$ cat src/rtl/accept_decide.sv
// ============================================================================
// accept_decide: annealing accept/reject decision (prob vs. LFSR uniform draw)
// Rev 1.0 - initial release
// ============================================================================
`default_nettype none

module accept_decide #(
  parameter int CNT_W = 16
) (
  input  logic             clk,
  input  logic             rst,
  input  logic [31:0]      prob,
  input  logic             prob_valid,
  input  logic             force_accept,
  input  logic             seed_load,
  input  logic [31:0]      seed,
  input  logic             clear_stats,
  output logic             accept,
  output logic             accept_valid,
  output logic [CNT_W-1:0] accept_count,
  output logic [CNT_W-1:0] reject_count
);

  localparam logic [31:0]      LFSR_TAPS  = 32'h80200003;
  localparam logic [31:0]      LFSR_INIT  = 32'hACE12468;
  localparam logic [24:0]      P_ONE      = 25'h1000000;
  localparam logic [CNT_W-1:0] CNT_ONE    = {{(CNT_W-1){1'b0}}, 1'b1};
  localparam logic [CNT_W-1:0] CNT_MAX    = {CNT_W{1'b1}};

  logic [31:0]      lfsr_q, lfsr_d;
  logic             s1_valid_q, s1_valid_d;
  logic [31:0]      s1_prob_q, s1_prob_d;
  logic             s1_force_q, s1_force_d;
  logic [23:0]      s1_r_q, s1_r_d;
  logic             accept_q, accept_d;
  logic             accept_valid_q, accept_valid_d;
  logic [CNT_W-1:0] accept_count_q, accept_count_d;
  logic [CNT_W-1:0] reject_count_q, reject_count_d;

  logic [7:0]       exp_f;
  logic [22:0]      mant_f;
  logic [7:0]       shamt;
  logic [24:0]      p;

  // Float to Q0.24 probability; anything non-positive or NaN never accepts.
  always_comb begin
    exp_f  = s1_prob_q[30:23];
    mant_f = s1_prob_q[22:0];
    shamt  = 8'd126 - exp_f;
    p      = 25'd0;
    if (s1_prob_q[31] || (exp_f == 8'd0)) begin
      p = 25'd0;
    end else if ((exp_f == 8'hFF) && (mant_f != 23'd0)) begin
      p = 25'd0;
    end else if (exp_f >= 8'd127) begin
      p = P_ONE;
    end else if (shamt >= 8'd24) begin
      p = 25'd0;
    end else begin
      p = {2'b01, mant_f} >> shamt[4:0];
    end
  end

  always_comb begin
    // Stage 1 samples the current LFSR state, so a coincident seed_load
    // still uses the pre-load value.
    if (seed_load) begin
      lfsr_d = (seed == 32'd0) ? 32'h00000001 : seed;
    end else begin
      lfsr_d = {1'b0, lfsr_q[31:1]} ^ (lfsr_q[0] ? LFSR_TAPS : 32'd0);
    end

    s1_valid_d = prob_valid;
    s1_prob_d  = prob_valid ? prob         : s1_prob_q;
    s1_force_d = prob_valid ? force_accept : s1_force_q;
    s1_r_d     = prob_valid ? lfsr_q[23:0] : s1_r_q;

    accept_valid_d = s1_valid_q;
    accept_d       = s1_valid_q ? (s1_force_q | ({1'b0, s1_r_q} < p)) : accept_q;

    accept_count_d = accept_count_q;
    reject_count_d = reject_count_q;
    if (clear_stats) begin
      accept_count_d = '0;
      reject_count_d = '0;
    end else if (accept_valid_q) begin
      if (accept_q && (accept_count_q != CNT_MAX)) begin
        accept_count_d = accept_count_q + CNT_ONE;
      end
      if (!accept_q && (reject_count_q != CNT_MAX)) begin
        reject_count_d = reject_count_q + CNT_ONE;
      end
    end
  end

  always_ff @(posedge clk) begin
    if (rst) begin
      lfsr_q         <= LFSR_INIT;
      s1_valid_q     <= 1'b0;
      s1_prob_q      <= 32'd0;
      s1_force_q     <= 1'b0;
      s1_r_q         <= 24'd0;
      accept_q       <= 1'b0;
      accept_valid_q <= 1'b0;
      accept_count_q <= '0;
      reject_count_q <= '0;
    end else begin
      lfsr_q         <= lfsr_d;
      s1_valid_q     <= s1_valid_d;
      s1_prob_q      <= s1_prob_d;
      s1_force_q     <= s1_force_d;
      s1_r_q         <= s1_r_d;
      accept_q       <= accept_d;
      accept_valid_q <= accept_valid_d;
      accept_count_q <= accept_count_d;
      reject_count_q <= reject_count_d;
    end
  end

  assign accept       = accept_q;
  assign accept_valid = accept_valid_q;
  assign accept_count = accept_count_q;
  assign reject_count = reject_count_q;

endmodule

`default_nettype wire
$ cat config.mk
export PLATFORM = sky130hd
export DESIGN_NAME = accept_decide
export DESIGN_NICKNAME = d
export VERILOG_FILES = /design/src/rtl/accept_decide.sv
export SDC_FILE = /design/constraint.sdc
export NUM_CORES = 1
export LEC_CHECK = 0
export ABC_AREA = 0
export ABC_CLOCK_PERIOD_IN_PS = 4300
export CORE_MARGIN = 5
export CORE_UTILIZATION = 28
export CTS_CLUSTER_DIAMETER = 200
export DETAILED_ROUTE_END_ITERATION = 8
export MAX_ROUTING_LAYER = met4
export PLACE_DENSITY_LB_ADDON = 0.08
export SYNTH_ARGS = -nofsm -noshare
export SYNTH_HDL_FRONTEND = slang
export SYNTH_SLANG_ARGS = --single-unit
$ cat constraint.sdc
create_clock -name clk -period 4.3 [get_ports clk]
set_input_delay 0.86 -clock clk [delete_from_list [all_inputs] [get_ports clk]]
set_output_delay 0.86 -clock clk [all_outputs]
set_load 0.05 [all_outputs]
==> out/results.txt, run 1 <==
clock sinks: 124
post-synth top area share: 36.9%
die area: 0.0272 sq mm
gr usage total: 14.2%
final-report max-slew violation count: 0
EDFF count, synth: 0
I/O Buffers: 103
reg-to-reg setup timing slack: 370 ps
Core Util, Final: 36.6%
DR DRC count: 0
drt pass-1 iters: 4
layout cells sized above 1: 9.65%
antenna cell count: 0
top cells by area, synth: dfxtp_1 (37%), mux2i_1 (14%), nor2_1 (7.0%)
clk slew on worst S/H paths: 60 ps
Post-CTS Repair Setup Buffers: 0
Async SR Flop Fraction: 0%
Gate Count Post-Synth: 735
Syn Std Cell Area: 0.00673 sq mm
RSZ-0062 raised after global routing: no
core footprint: 0.0235 sq mm
CP Class: reg2reg
most instantiated library cell after synthesis: nor2_1
Post-synth top flop: dfxtp_1
Top Usage Layer GRT: met2
post-synthesis register bit count: 124
area grow syn2layout: 28.1%
total negative setup slack: 0 ps
Mapped Nets: 834
CTS Buffer Depth: 2
largest net degree at the start of global routing: 69
worst hold margin: 465 ps
row count: 56
Final Hold Viols: 0
r2r worst-path depth: 14
via count: 5658
Post-CTS Hold Fix Bufs: 0
CTS tree: done
vias in the first global route: 5841
grt met2 use: 22.6%
Hold EP: lfsr_q[30]
final worst path period need: 3930 ps
cts bufs inserted: 17
Synth Warn #: 0
grt ovf: 0
Achievable Freq: 255 MHz
Setup violations, final: 0
post-DP HPWL: 13.6 mm
GPL Wtd Cong: 0.900
hold path start: lfsr_q[31]
Clock Root Buffer: clkbuf_16
status: finished, final reports clean
DR WL/cell: 15.6 um
Req. time, crit path: 4620 ps
Boundary Pins: 104
vias per inst: 4.89
WP data arrival: 4250 ps
PD cells: 355 mW/mm^2
antenna-violating nets left: 0
P_leak: 0.00335 uW
Max-Slew Margin vs Limit: 34.2%
initial DRC count: 317
met3 usage: 3.02%
Reg-to-Reg Start: s1_prob_q[23]
element type at the critical path end: flop
largest fanout on the critical path: 15
starting density of the core: 28.6%
die height: 165 um
Hold Path Class: reg2reg
Peak VDD IR: 0.213 mV
grt met1 use: 18.2%
H-tree Lvls: 4
Post-layout nets: 925
wirelength, routed: 18.1 mm
Die X: 165 um
Commonest cells post-synth: nor2_1 (126), dfxtp_1 (124), mux2i_1 (93)
max-cap violations: 0
Least-Margin Pin Slew: 987 ps
capturing point of the worst reg2reg path: accept
Skew-Pair Late Insertion Delay: 410 ps
Cell variety after synth: 56
first-pass GRT wire length: 30.2 mm
Seq/Total Area, Yosys: 36.9%
clock skew: 11.1 ps
period utilization: 91.4%
CP Launch Type: flop
initial antenna violation count: 0
area leader, netlist: dfxtp_1
Avg Cell Area, Syn: 9.15 sq um
Hold Path Depth: 2
## registers in the layout, indices dropped and copies added (netlist names)
register	cells
lfsr_q	32
s1_prob_q	32
s1_r_q	24
accept_count	16
reject_count	16
accept	1
accept_valid	1
accept_valid_d	1
s1_force_q	1
## cell usage in the layout, fill, tap and decap left out, drive strengths merged, types with 5 or more instances in the layout
| cell type | n |
|---|---|
| nor2 | 126 |
| dfxtp | 124 |
| clkdlybuf4s50 | 100 |
| mux2i | 93 |
| nand2 | 56 |
| ha | 29 |
| nand3 | 25 |
| xor2 | 23 |
| o21ai | 22 |
| nor4 | 20 |
| nor2b | 19 |
| clkbuf | 19 |
| nand4 | 17 |
| buf | 16 |
| xnor2 | 15 |
| mux4 | 14 |
| a211o | 14 |
| o211ai | 11 |
| a21oi | 9 |
| mux2 | 9 |
| nor3 | 8 |
| inv | 8 |
| clkinv | 7 |
| and3 | 6 |
| and4 | 5 |
## metal layers
metal,wire length [um],part of all wire (%),vias to the layer above
met5,0,0,-
met4,235,1.3,0
met3,889,4.9,17
met2,8400,46,122
met1,8560,47,2697
li1,-,-,2822
## worst max-delay path, cell delays in order, from the launching register on
cell and delay, ps:
dfxtp_2 430, inv_2 120, ha_1 450, buf_4 280, mux2i_1 120, a21oi_1 270, mux2i_1 200, a211oi_1 360
o21ai_1 120, ha_1 280, and4_1 170, a211o_1 270, a2111oi_1 440, o211ai_1 150, o31ai_2 180
## logic make-up (layout without fill, tap and decap cells)
group                      Yosys count  in the layout  synth area share [%]
buffers and inverters               51            155                  3.22
and+or+nand+nor                    299            299                  21.1
AOI/OAI and AO/OA                   78             78                  8.41
xor gates and xnor gates            38             38                  4.95
adders and majority gates           29             29                  5.39
muxes                              116            116                  20.0
DFF                                124            124                  36.9
## what timing repair did
item	CTS	global route
hold endpoints to repair	0	0
gates resized for setup	0	3
endpoints found under the setup margin	0	1
## per-stage QoR
step	power [uW]	area (sq um)	worst slack (ps)	std cells
4_1_cts	3110	8610	160	1158
3_5_place_dp	1720	8050	204	1126
6_report	3060	8620	371	1158
2_1_floorplan	1560	6730	227	735
3_3_place_gp	1720	8050	334	1126
5_1_grt	3220	8620	28.8	1158
## worst max path at each step
stage / from / endpoint / depth (start not counted)
2_1_floorplan: s1_prob_q[23] / accept / 19
3_3_place_gp: s1_prob_q[23] / accept / 14
3_5_place_dp: s1_prob_q[23] / accept / 15
4_1_cts: s1_prob_q[23] / accept / 14
5_1_grt: s1_prob_q[23] / accept / 16
6_report: s1_prob_q[23] / accept / 14
## final cells by class
cell class | count | area (sq um)
clock inverter | 13 | 119
fill | 2424 | 14900
inverter | 7 | 26.3
sequential | 124 | 2480
clock buffer | 19 | 443
tap | 319 | 399
timing repair buffer | 116 | 1120
multi-input combinational | 560 | 4030
## report_power, final
group	leakage (uW)	switching (uW)	total (uW)	internal, uW
Combinational	0.00207	216	434	218
Clock	0.000265	552	1360	811
Sequential	0.00102	56.3	1260	1210
Note: power is estimated with default switching activity, not from simulation.
==> inputs of run 2 (changes only) <==
- GPL_ROUTABILITY_DRIVEN: not set -> 0
==> out/results.txt, run 2 (synthesis results as in run 1) <==
Core Util, Final: 36.8% (+0.18 points)
placed cell count: 1124 (-0.18%)
final non-filler cell total: 1156 (-0.17%)
initial DRC count: 382 (+21%)
Peak VDD IR: 0.225 mV (+5.6%)
CP Class: reg2reg
Final Hold Viols: 0 (unchanged)
I/O Buffers: 103 (unchanged)
WP data arrival: 4240 ps (about the same)
total negative setup slack: 0 ps (unchanged)
Clock Root Buffer: clkbuf_16
Post-layout nets: 923 (-0.22%)
Req. time, crit path: 4630 ps (about the same)
antenna cell count: 0 (unchanged)
max-cap violations: 0 (unchanged)
final-report max-slew violation count: 0 (unchanged)
most common cell after layout, fill and taps aside: nor2_1
H-tree Lvls: 4 (unchanged)
post_cts resized: 0 (unchanged)
drt pass-1 iters: 4 (unchanged)
cts bufs inserted: 17 (unchanged)
via count: 5651 (-0.12%)
Post-CTS Repair Setup Buffers: 0 (unchanged)
CP Launch Type: flop
crit path max-delay cell type: ha_2
Boundary Pins: 104 (unchanged)
Die X: 165 um (unchanged)
largest fanout on the critical path: 15 (unchanged)
first-pass GRT wire length: 29.5 mm (-2.4%)
initial antenna violation count: 0 (unchanged)
Achievable Freq: 256 MHz (+0.64%)
grt ovf: 0 (unchanged)
layout cells sized above 1: 9.44% (-0.22 points)
biggest regs: lfsr_q x32, s1_prob_q x32, s1_r_q x24
CTS tree: done
reg-to-reg setup timing slack: 400 ps (+20 ps)
post-DP HPWL: 13.4 mm (-1.5%)
largest net degree at the start of global routing: 69 (unchanged)
clock sinks: 124 (unchanged)
Skew-Pair Late Insertion Delay: 420 ps (about the same)
clk slew on worst S/H paths: 60 ps (about the same)
antenna-violating nets left: 0 (unchanged)
wirelength, routed: 18.0 mm (-0.74%)
die area: 0.0272 sq mm (unchanged)
vias per inst: 4.89 (about the same)
element type at the critical path end: flop
starting density of the core: 28.6% (unchanged)
row count: 56 (unchanged)
Setup violations, final: 0 (unchanged)
CTS Buffer Depth: 2 (unchanged)
final worst path period need: 3900 ps (-24.8 ps)
area grow syn2layout: 28.7%
vias in the first global route: 5729 (-1.9%)
Fill cells: 2410 (-0.58%)
P_leak: 0.00337 uW (+0.50%)
slowest stage delay, CP: 490 ps (+40 ps)
Hold Path Depth: 2 (unchanged)
ordered list of cells on the worst path: inv_1, ha_2, buf_4, mux2_1, mux2i_1, o21ai_1, o21ai_0, o22ai_1, nand2_1, ha_1, nand2_1, o21ai_0, a211o_1, a2111oi_0, o211ai_1, o31ai_2
RSZ-0062 raised after global routing: no
die height: 165 um (unchanged)
period utilization: 90.8% (-0.58 points)
r2r worst-path depth: 16 (+2)
PD cells: 370 mW/mm^2 (+4.0%)
DR DRC count: 0 (unchanged)
Hold Path Class: reg2reg
DR WL/cell: 15.5 um (-0.56%)
most frequent cells in the layout: nor2_1 (126), dfxtp_1 (123), clkdlybuf4s50_1 (100)
Post-CTS Hold Fix Bufs: 0 (unchanged)
gr usage total: 14.0% (-0.22 points)
Max-Slew Margin vs Limit: 34.4% (+0.23 points)
core footprint: 0.0235 sq mm (unchanged)
Least-Margin Pin Slew: 983 ps (-3.38 ps)
status: finished, final reports clean
clock skew: 8.88 ps (-2.17 ps)
run 2: final cells by class:
type	count	area [sq um]	area share [%]
flip-flops and latches	124	2480	28.7
well taps	319	399	4.61
inverters	7	26.3	0.303
multi-input cells	560	4030	46.5
repair buffers	114	1100	12.7
clock inverters	12	161	1.86
clock buffers	20	457	5.27
run 2: worst paths after layout:
check,from,end
worst min-delay path,lfsr_q[25],lfsr_q[24]
worst max register to register,s1_prob_q[24],accept
worst min register to register,lfsr_q[25],lfsr_q[24]
worst max-delay path,s1_prob_q[24],accept
run 2: stage by stage:
| stage | setup WS, ps | hold slack (ps) | power [uW] | cell area, sq um |
|---|---|---|---|---|
| finish | 396 | 462 | 3200 | 8660 |
| global route | 18.6 | 511 | 3350 | 8660 |
| CTS | 167 | 469 | 3250 | 8650 |
| detailed placement | 218 | 454 | 1720 | 8040 |
| global placement | 367 | 449 | 1710 | 8040 |
| floorplan | 227 | 437 | 1560 | 6730 |
run 2: critical path: cells and delay by family (launching register included):
kind	cells	cell delay [ps]
compound gates	8	1570
fa+ha+maj	2	710
mux	2	580
flops	1	430
buf+inv	2	360
simple gates	2	150
run 2: power by group:
group          internal, uW  switching (uW)
Combinational           216             212
Clock                   948             561
Sequential             1210            55.3
Total                  2370             829
run 2: metal layers:
layer	GRT usage, %	share of wire, %
met2	22.2	47
met5	-	0
met1	17.7	46
met3	2.85	5.2
met4	4.95	2.0
